## src/rtl/mem_arbiter.sv

```systemverilog
// Two-master arbiter for a single-port synchronous memory: fair tie-break on
// last_served, bounded bursts while the other master waits, registered read-valid.
`timescale 1ns/1ps
module mem_arbiter #(
    parameter int BURST_MAX = 8
) (
    input  logic        clk,
    input  logic        rst_n,

    input  logic        m0_req,
    input  logic [15:0] m0_addr,
    input  logic [7:0]  m0_wdata,
    input  logic        m0_we,
    output logic        m0_gnt,
    output logic [7:0]  m0_rdata,
    output logic        m0_rvalid,

    input  logic        m1_req,
    input  logic [15:0] m1_addr,
    input  logic [7:0]  m1_wdata,
    input  logic        m1_we,
    output logic        m1_gnt,
    output logic [7:0]  m1_rdata,
    output logic        m1_rvalid,

    output logic [15:0] mem_addr,
    output logic [7:0]  mem_wdata,
    output logic        mem_we,
    input  logic [7:0]  mem_rdata
);

    typedef enum logic [1:0] {
        IDLE = 2'd0,
        OWN0 = 2'd1,
        OWN1 = 2'd2
    } state_t;

    localparam logic [7:0] BURST_LAST = 8'(BURST_MAX - 1);

    state_t     state_q, state_d;
    logic       last_served_q, last_served_d;
    logic [7:0] burst_cnt_q, burst_cnt_d;
    logic       m0_rvalid_q, m0_rvalid_d;
    logic       m1_rvalid_q, m1_rvalid_d;

    // Grants follow the live request of the current owner; state reset clears them.
    always_comb begin
        m0_gnt = (state_q == OWN0) && m0_req;
        m1_gnt = (state_q == OWN1) && m1_req;
    end

    always_comb begin
        mem_addr  = 16'h0000;
        mem_wdata = 8'h00;
        mem_we    = 1'b0;
        if (m0_gnt) begin
            mem_addr  = m0_addr;
            mem_wdata = m0_wdata;
            mem_we    = m0_we;
        end else if (m1_gnt) begin
            mem_addr  = m1_addr;
            mem_wdata = m1_wdata;
            mem_we    = m1_we;
        end
    end

    always_comb begin
        m0_rvalid = m0_rvalid_q;
        m1_rvalid = m1_rvalid_q;
        m0_rdata  = m0_rvalid_q ? mem_rdata : 8'h00;
        m1_rdata  = m1_rvalid_q ? mem_rdata : 8'h00;
    end

    always_comb begin
        state_d       = state_q;
        last_served_d = last_served_q;
        burst_cnt_d   = burst_cnt_q;
        m0_rvalid_d   = m0_gnt && !m0_we;
        m1_rvalid_d   = m1_gnt && !m1_we;

        case (state_q)
            IDLE: begin
                burst_cnt_d = 8'd0;
                if (m0_req && m1_req) begin
                    state_d = last_served_q ? OWN0 : OWN1;
                end else if (m0_req) begin
                    state_d = OWN0;
                end else if (m1_req) begin
                    state_d = OWN1;
                end
            end

            OWN0: begin
                if (!m0_req) begin
                    burst_cnt_d = 8'd0;
                    state_d     = m1_req ? OWN1 : IDLE;
                end else begin
                    last_served_d = 1'b0;
                    if (m1_req && (burst_cnt_q == BURST_LAST)) begin
                        burst_cnt_d = 8'd0;
                        state_d     = OWN1;
                    end else if (burst_cnt_q != BURST_LAST) begin
                        burst_cnt_d = burst_cnt_q + 8'd1;
                    end
                end
            end

            OWN1: begin
                if (!m1_req) begin
                    burst_cnt_d = 8'd0;
                    state_d     = m0_req ? OWN0 : IDLE;
                end else begin
                    last_served_d = 1'b1;
                    if (m0_req && (burst_cnt_q == BURST_LAST)) begin
                        burst_cnt_d = 8'd0;
                        state_d     = OWN0;
                    end else if (burst_cnt_q != BURST_LAST) begin
                        burst_cnt_d = burst_cnt_q + 8'd1;
                    end
                end
            end

            default: begin
                state_d     = IDLE;
                burst_cnt_d = 8'd0;
            end
        endcase
    end

    // last_served resets to 1 so master 0 wins the first tie.
    always_ff @(posedge clk or negedge rst_n) begin
        if (!rst_n) begin
            state_q       <= IDLE;
            last_served_q <= 1'b1;
            burst_cnt_q   <= 8'd0;
            m0_rvalid_q   <= 1'b0;
            m1_rvalid_q   <= 1'b0;
        end else begin
            state_q       <= state_d;
            last_served_q <= last_served_d;
            burst_cnt_q   <= burst_cnt_d;
            m0_rvalid_q   <= m0_rvalid_d;
            m1_rvalid_q   <= m1_rvalid_d;
        end
    end

endmodule

```

## config.mk

```make
export PLATFORM = sky130hd
export DESIGN_NAME = mem_arbiter
export DESIGN_NICKNAME = d
export VERILOG_FILES = /design/src/rtl/mem_arbiter.sv
export SDC_FILE = /design/constraint.sdc
export NUM_CORES = 1
export LEC_CHECK = 0
export ABC_AREA = 1
export CELL_PAD_IN_SITES_DETAIL_PLACEMENT = 0
export CELL_PAD_IN_SITES_GLOBAL_PLACEMENT = 1
export CORE_MARGIN = 5
export CORE_UTILIZATION = 18
export CTS_CLUSTER_DIAMETER = 50
export CTS_CLUSTER_SIZE = 30
export DETAILED_ROUTE_END_ITERATION = 12
export PLACE_DENSITY_LB_ADDON = 0.05
export SYNTH_ARGS = -nofsm -noshare
export SYNTH_HDL_FRONTEND = slang
export SYNTH_SLANG_ARGS = --single-unit
```

## constraint.sdc

```tcl
create_clock -name clk -period 1.4 [get_ports clk]
set_input_delay 0.21 -clock clk [delete_from_list [all_inputs] [get_ports clk]]
set_output_delay 0.21 -clock clk [all_outputs]
set_load 0.01 [all_outputs]
```

# Word level (Yosys, flattened, before mapping)
# Index checks and enable logic that the tools add are counted.
[word_totals] word_cells=56 out_inout_bits=45 register_bits=13
[classes] n_eq_ne=9 n_reduce_logical=13 n_addsub=1 muxes=28
[ops] cell="8-bit two-way mux" count=9
[ops] cell="16-bit two-way mux" count=2
[ops] cell="2-bit two-way mux" count=9
[ops] cell="8-bit one-hot mux with 2 select lines" count=1
[ops] cell="8-bit by 1-bit adder with 8-bit output (second input constant)" count=1
[ops] cell="8-bit by 3-bit == test with 1-bit output (second input constant)" count=1
[ops] cell="8-bit by 3-bit != test with 1-bit output (second input constant)" count=1
[ops] cell="1-bit logical AND" count=7
[ops] cell="3-bit by 2-bit != test with 1-bit output (second input constant)" count=2
[ops] cell="2-bit one-hot mux with 3 select lines" count=1
[ops] cell="3-bit AND reduction" count=2
[ops] cell="1-bit two-way mux" count=5
[ops] cell="2-bit != test (second input constant)" count=2
[ops] cell="4-bit != test (second input constant)" count=1
[ops] cell="2-bit by 1-bit == test with 1-bit output (second input constant)" count=1
[ops] cell="2-bit == test (second input constant)" count=1
[ops] cell="1-bit zero test" count=2
[ops] cell="2-bit zero test" count=1
[ops] cell="1-bit one-hot mux with 2 select lines" count=1
[ops] cell="2-bit nonzero test" count=1

# Depth between registers and ports, before layout
[depth] word_depth=5 ltp_mapped=8 mapped_depth_nobuf=8

# Worst setup path before layout
# Ideal clock, no wire load.
[synth_timing] path_type="register to output" startpoint="reg state_q[0]" endpoint="out mem_addr[10]" path_stages_with_launch=8 setup_slack_ns=-0.137 required_time_ns=1.190 n_path_buf=1 arrival_time_ns=1.327 cell_sequence="dfrtp_1 -> inv_1 -> ha_1 -> nand2_2 -> clkinv_1 -> buf_2 -> nand3_1 -> nand2_1"
[synth_between] elab_chain_len=4
[synth_rtl] item="start: declaration" line="40" source="state_t state_q, state_d;"
[synth_rtl] item="start signal: assignment" line="139" source="state_q <= state_d;"
[synth_rtl] item="2-bit == test" line="49" source="m1_gnt = (state_q == OWN1) && m1_req;"
[synth_rtl] item="1-bit logical AND" line="49"
[synth_rtl] item="named net m1_gnt" line="22" source="output logic m1_gnt,"
[synth_rtl] item="16-bit two-way mux" line="60" source="end else if (m1_gnt) begin"
[synth_rtl] item="16-bit two-way mux" line="56" source="if (m0_gnt) begin"
[synth_rtl] item="end: declaration" line="26" source="output logic [15:0] mem_addr,"
# The timed path passes the listed nets, and every way through them passes these cells.

# Worst setup path in the final report
[layout_timing] startpoint="reg state_q[0]" endpoint="out mem_wdata[1]"
[layout_between] elab_chain_len=4
[layout_rtl] item="2-bit == test" line="49"
[layout_rtl] item="1-bit logical AND" line="49"
[layout_rtl] item="8-bit two-way mux" line="60"
[layout_rtl] item="8-bit two-way mux *" line="56"
[layout_rtl] item="end: declaration" line="27" source="output logic [7:0] mem_wdata,"
# Every way passes the cells marked *; elsewhere a longest branch is shown, timed or not.

==> run summary <==
The switching part of the total came out at 39.2%. The final global-route overflow total is 0. The top cell type by area accounts for 24.4% of the synthesized area. Counting tap cells, the placed design contains a total of 433 instances. 0 antenna diodes ended up in the layout. The part of the power in registers came out at 15.5%. The combinational fraction of design power is 73.9%.

The insertion delay of the later-clocked pin in the worst-skew pair came out at 0.24 ns. The number of nets with antenna violations after routing is 0. The number of placed I/O pins is 107. The synthesized area per cell came out at 5.93 um^2. Detailed placement ended at an HPWL of 4320 um. The worst setup path is launched from a register. The clock sink total is 13. Of the cells placed in the final design, the portion with a size suffix greater than 1 is 35.9%.

Yosys attributes the largest share of cell area to nand2_1, dfrtp_1, nand3_1, inv_1, ha_1. The detailed-route wire length per cell is 12.5 um. The total length of routed wires came out at 5680 um. At the end of routability-driven placement, the weighted congestion stood at 0.733. For this design the ratio of total power to cell area is 1030 nW/um^2. The data arrival time of the worst path came out at 1.57 ns. The fmax is 0.562 GHz. Setup repair after global routing could not meet its margin everywhere. The number of nets in the synthesized netlist is 280. The cell area that synthesis handed to floorplanning was 1260 um^2. The die height is 93.8 um. After synthesis, flip-flops and latches occupy 25.8% of the total area. CTS placed an instance of clkbuf_8 at the clock tree root. The maximum net fanout on the critical path came out at 6. The area of the placeable core is 6830 um^2.

The share of the clock period used by the worst path after layout is 127%. Clock skew on the completed layout was measured at 0.000664 ns. The critical path in this run is classified as register to output port. The overall power after layout came out at 3.20 mW. The top cell types in the final layout, fill and taps aside, are clkdlybuf4s50_1, nand2_1, buf_4. The worst slew margin relative to its limit is 84.9%.

The count of input and output buffers came out at 106. STA classifies the critical path endpoint as an output port. After the last flow step, the layout net total stands at 425.

The die covers 8800 um^2. The checks that failed: setup timing. The clock passes through at most 2 buffers. Entering global routing, the biggest net connects 17 pins. The total track usage came out at 11.9%.

The clock period minus worst slack came out at 1.78 ns. The number of global-route vias before repair is 1741. Leaving out fill and tap cells, the most frequent cell in the layout is clkdlybuf4s50_1.

The initial standard-cell utilization of the core is 18.5%. The count of final max-slew check failures came to 0. The path type of the worst min-delay path is input port to asynchronous set/reset pin.

The number of distinct standard cells referenced by the synthesized netlist came out at 25. The width of the chip is 93.8 um. The setup-violating endpoint count in the final report came out at 37.

The total number of vias came out at 1822. The H-tree depth is 1. TritonCTS built the clock tree.

The synthesis-to-layout area growth came out at 146%. The fraction of power consumed by the clock network is 10.7%. The first routing iteration left 29 violations. The post-route worst setup slack came out at -0.379 ns. Buffers inserted during clock tree synthesis total 3.

The Yosys warning count is 0. The post-synthesis cell type with the largest combined area is nand2_1. At the pin with the least slew margin, the transition time is 0.226 ns. The total net switching power came out at 1.26 mW. The peak ir drop on the vdd network came out at 709 uV. The number of standard-cell rows in the floorplan is 30. The first global-routing pass estimated 8370 um of wire. The clock-pin slew on the worst setup and hold paths is 0.06 ns. The initial antenna violation count came out at 0.

The via density per instance is 4.02. In the routed design, unresolved DRC markers number 0. The number of register bits inferred by synthesis is 13. Summed over all cells, the static leakage comes to 1.63 nW.

The final-report hold violation count came to 0. The internal power of the cells came out at 1.95 mW. The run finished, with violations left. For this run, the number of standard cells in the final layout without fillers is 453.

The worst path required time came out at 1.19 ns. The total of hold buffers inserted after clock tree synthesis is 0. The detailed-router iteration count before antenna repair came out at 4. The instance count of the mapped netlist is 213. The number of violations of the max-capacitance limit is 0.
flip-flops by register name (all words and copies together), names as in the netlist:
| register | count |
|---|---|
| state_q | 2 |
| m0_rvalid | 1 |
| burst_cnt_q | 8 |
| m1_rvalid | 1 |
| last_served_q | 1 |
routing by layer:
| layer | vias up | global-route usage (%) | share of wire (%) |
|---|---|---|---|
| met5 | - | 0 | 0 |
| met4 | 0 | 2.53 | 1.0 |
| met3 | 6 | 3.93 | 9.0 |
| met2 | 70 | 19.9 | 48 |
| met1 | 787 | 14.8 | 42 |
| li1 | 959 | - | - |
power groups by stage:
stage,combinational [mW],clock [mW],sequential (mW)
floorplan,0.788,0,0.494
global placement,1.83,0,0.490
detailed placement,1.82,0,0.490
CTS,2.06,0.353,0.495
global route,2.57,0.375,0.505
finish,2.37,0.342,0.495
worst max-delay path: stages (launching register included):
cell and delay (ns):
dfrtp_1 0.40, buf_6 0.13, ha_4 0.17, nand2_8 0.09, inv_8 0.05, buf_6 0.12, buf_8 0.13, nand2_1 0.05
nand2_1 0.06, buf_6 0.12
what timing repair did:
item	in CTS	in global routing
setup endpoints to repair	55	49
setup buffers	10	4
pin swaps	15	18
gates resized for setup	165	61
cloned	1	2
hold endpoints to repair	0	0
stage by stage:
step	hold slack, ns	TNS, ns	worst slack (ns)	instance area (um^2)	util (%)
2_1_floorplan	-0.0856	-0.353	-0.0194	1280	-
3_3_place_gp	0.467	-17.32	-0.556	2650	38.7
3_5_place_dp	0.475	-17.32	-0.552	2650	38.7
4_1_cts	0.274	-10.18	-0.383	2830	41.4
5_1_grt	0.299	-14.35	-0.488	3110	45.5
6_report	0.269	-10.98	-0.379	3110	45.5
Yosys cell counts:
master / n
and3_1: 1
inv_1: 25
dfstp_2: 1
nor3_2: 1
o21bai_1: 1
buf_2: 5
nand2_2: 5
dfrtp_1: 12
clkbuf_1: 3
xor2_1: 1
clkinv_1: 2
nand3_1: 31
nor3_1: 4
a21boi_4: 1
a21oi_1: 5
buf_6: 1
o211ai_1: 1
ha_1: 5
or2_2: 1
nor3b_2: 1
nor2_1: 16
nand2_1: 82
o21ai_0: 5
nand4_1: 2
nor2_4: 1
path summary, 6_finish.rpt:
kind	start	end	slack, ns	cells past startpoint
min	rst_n	state_q[0]$_DFFE_PN0P_	0.27	2
max in group asynchronous	rst_n	last_served_q$_DFFE_PN1P_	0.89	2
min reg2reg	last_served_q$_DFFE_PN1P_	last_served_q$_DFFE_PN1P_	0.48	2
max reg2reg	state_q[0]$_DFFE_PN0P_	state_q[0]$_DFFE_PN0P_	-0.29	12
min in group clk	last_served_q$_DFFE_PN1P_	last_served_q$_DFFE_PN1P_	0.48	2
max	state_q[0]$_DFFE_PN0P_	mem_wdata[1]	-0.38	9
layout make-up:
type / instances / area [um^2]
Tap cell: 96 / 120
Inverter: 27 / 121
Sequential cell: 13 / 327
Multi-Input combinational cell: 164 / 1010
Clock buffer: 4 / 45.0
Fill cell: 731 / 3720
Timing Repair Buffer: 149 / 1480
logic make-up (layout without fill, tap and decap cells):
family | count (synthesis) | after routing | share of synthesized area [%]
AOI/OAI and AO/OA | 13 | 13 | 6.63
xor gates and xnor gates | 1 | 1 | 0.693
adders and majority gates | 5 | 5 | 4.95
buffers and inverters | 36 | 180 | 11.8
DFF | 13 | 13 | 25.8
and+or+nand+nor | 145 | 145 | 50.1
(Power assumes the default switching activity.)
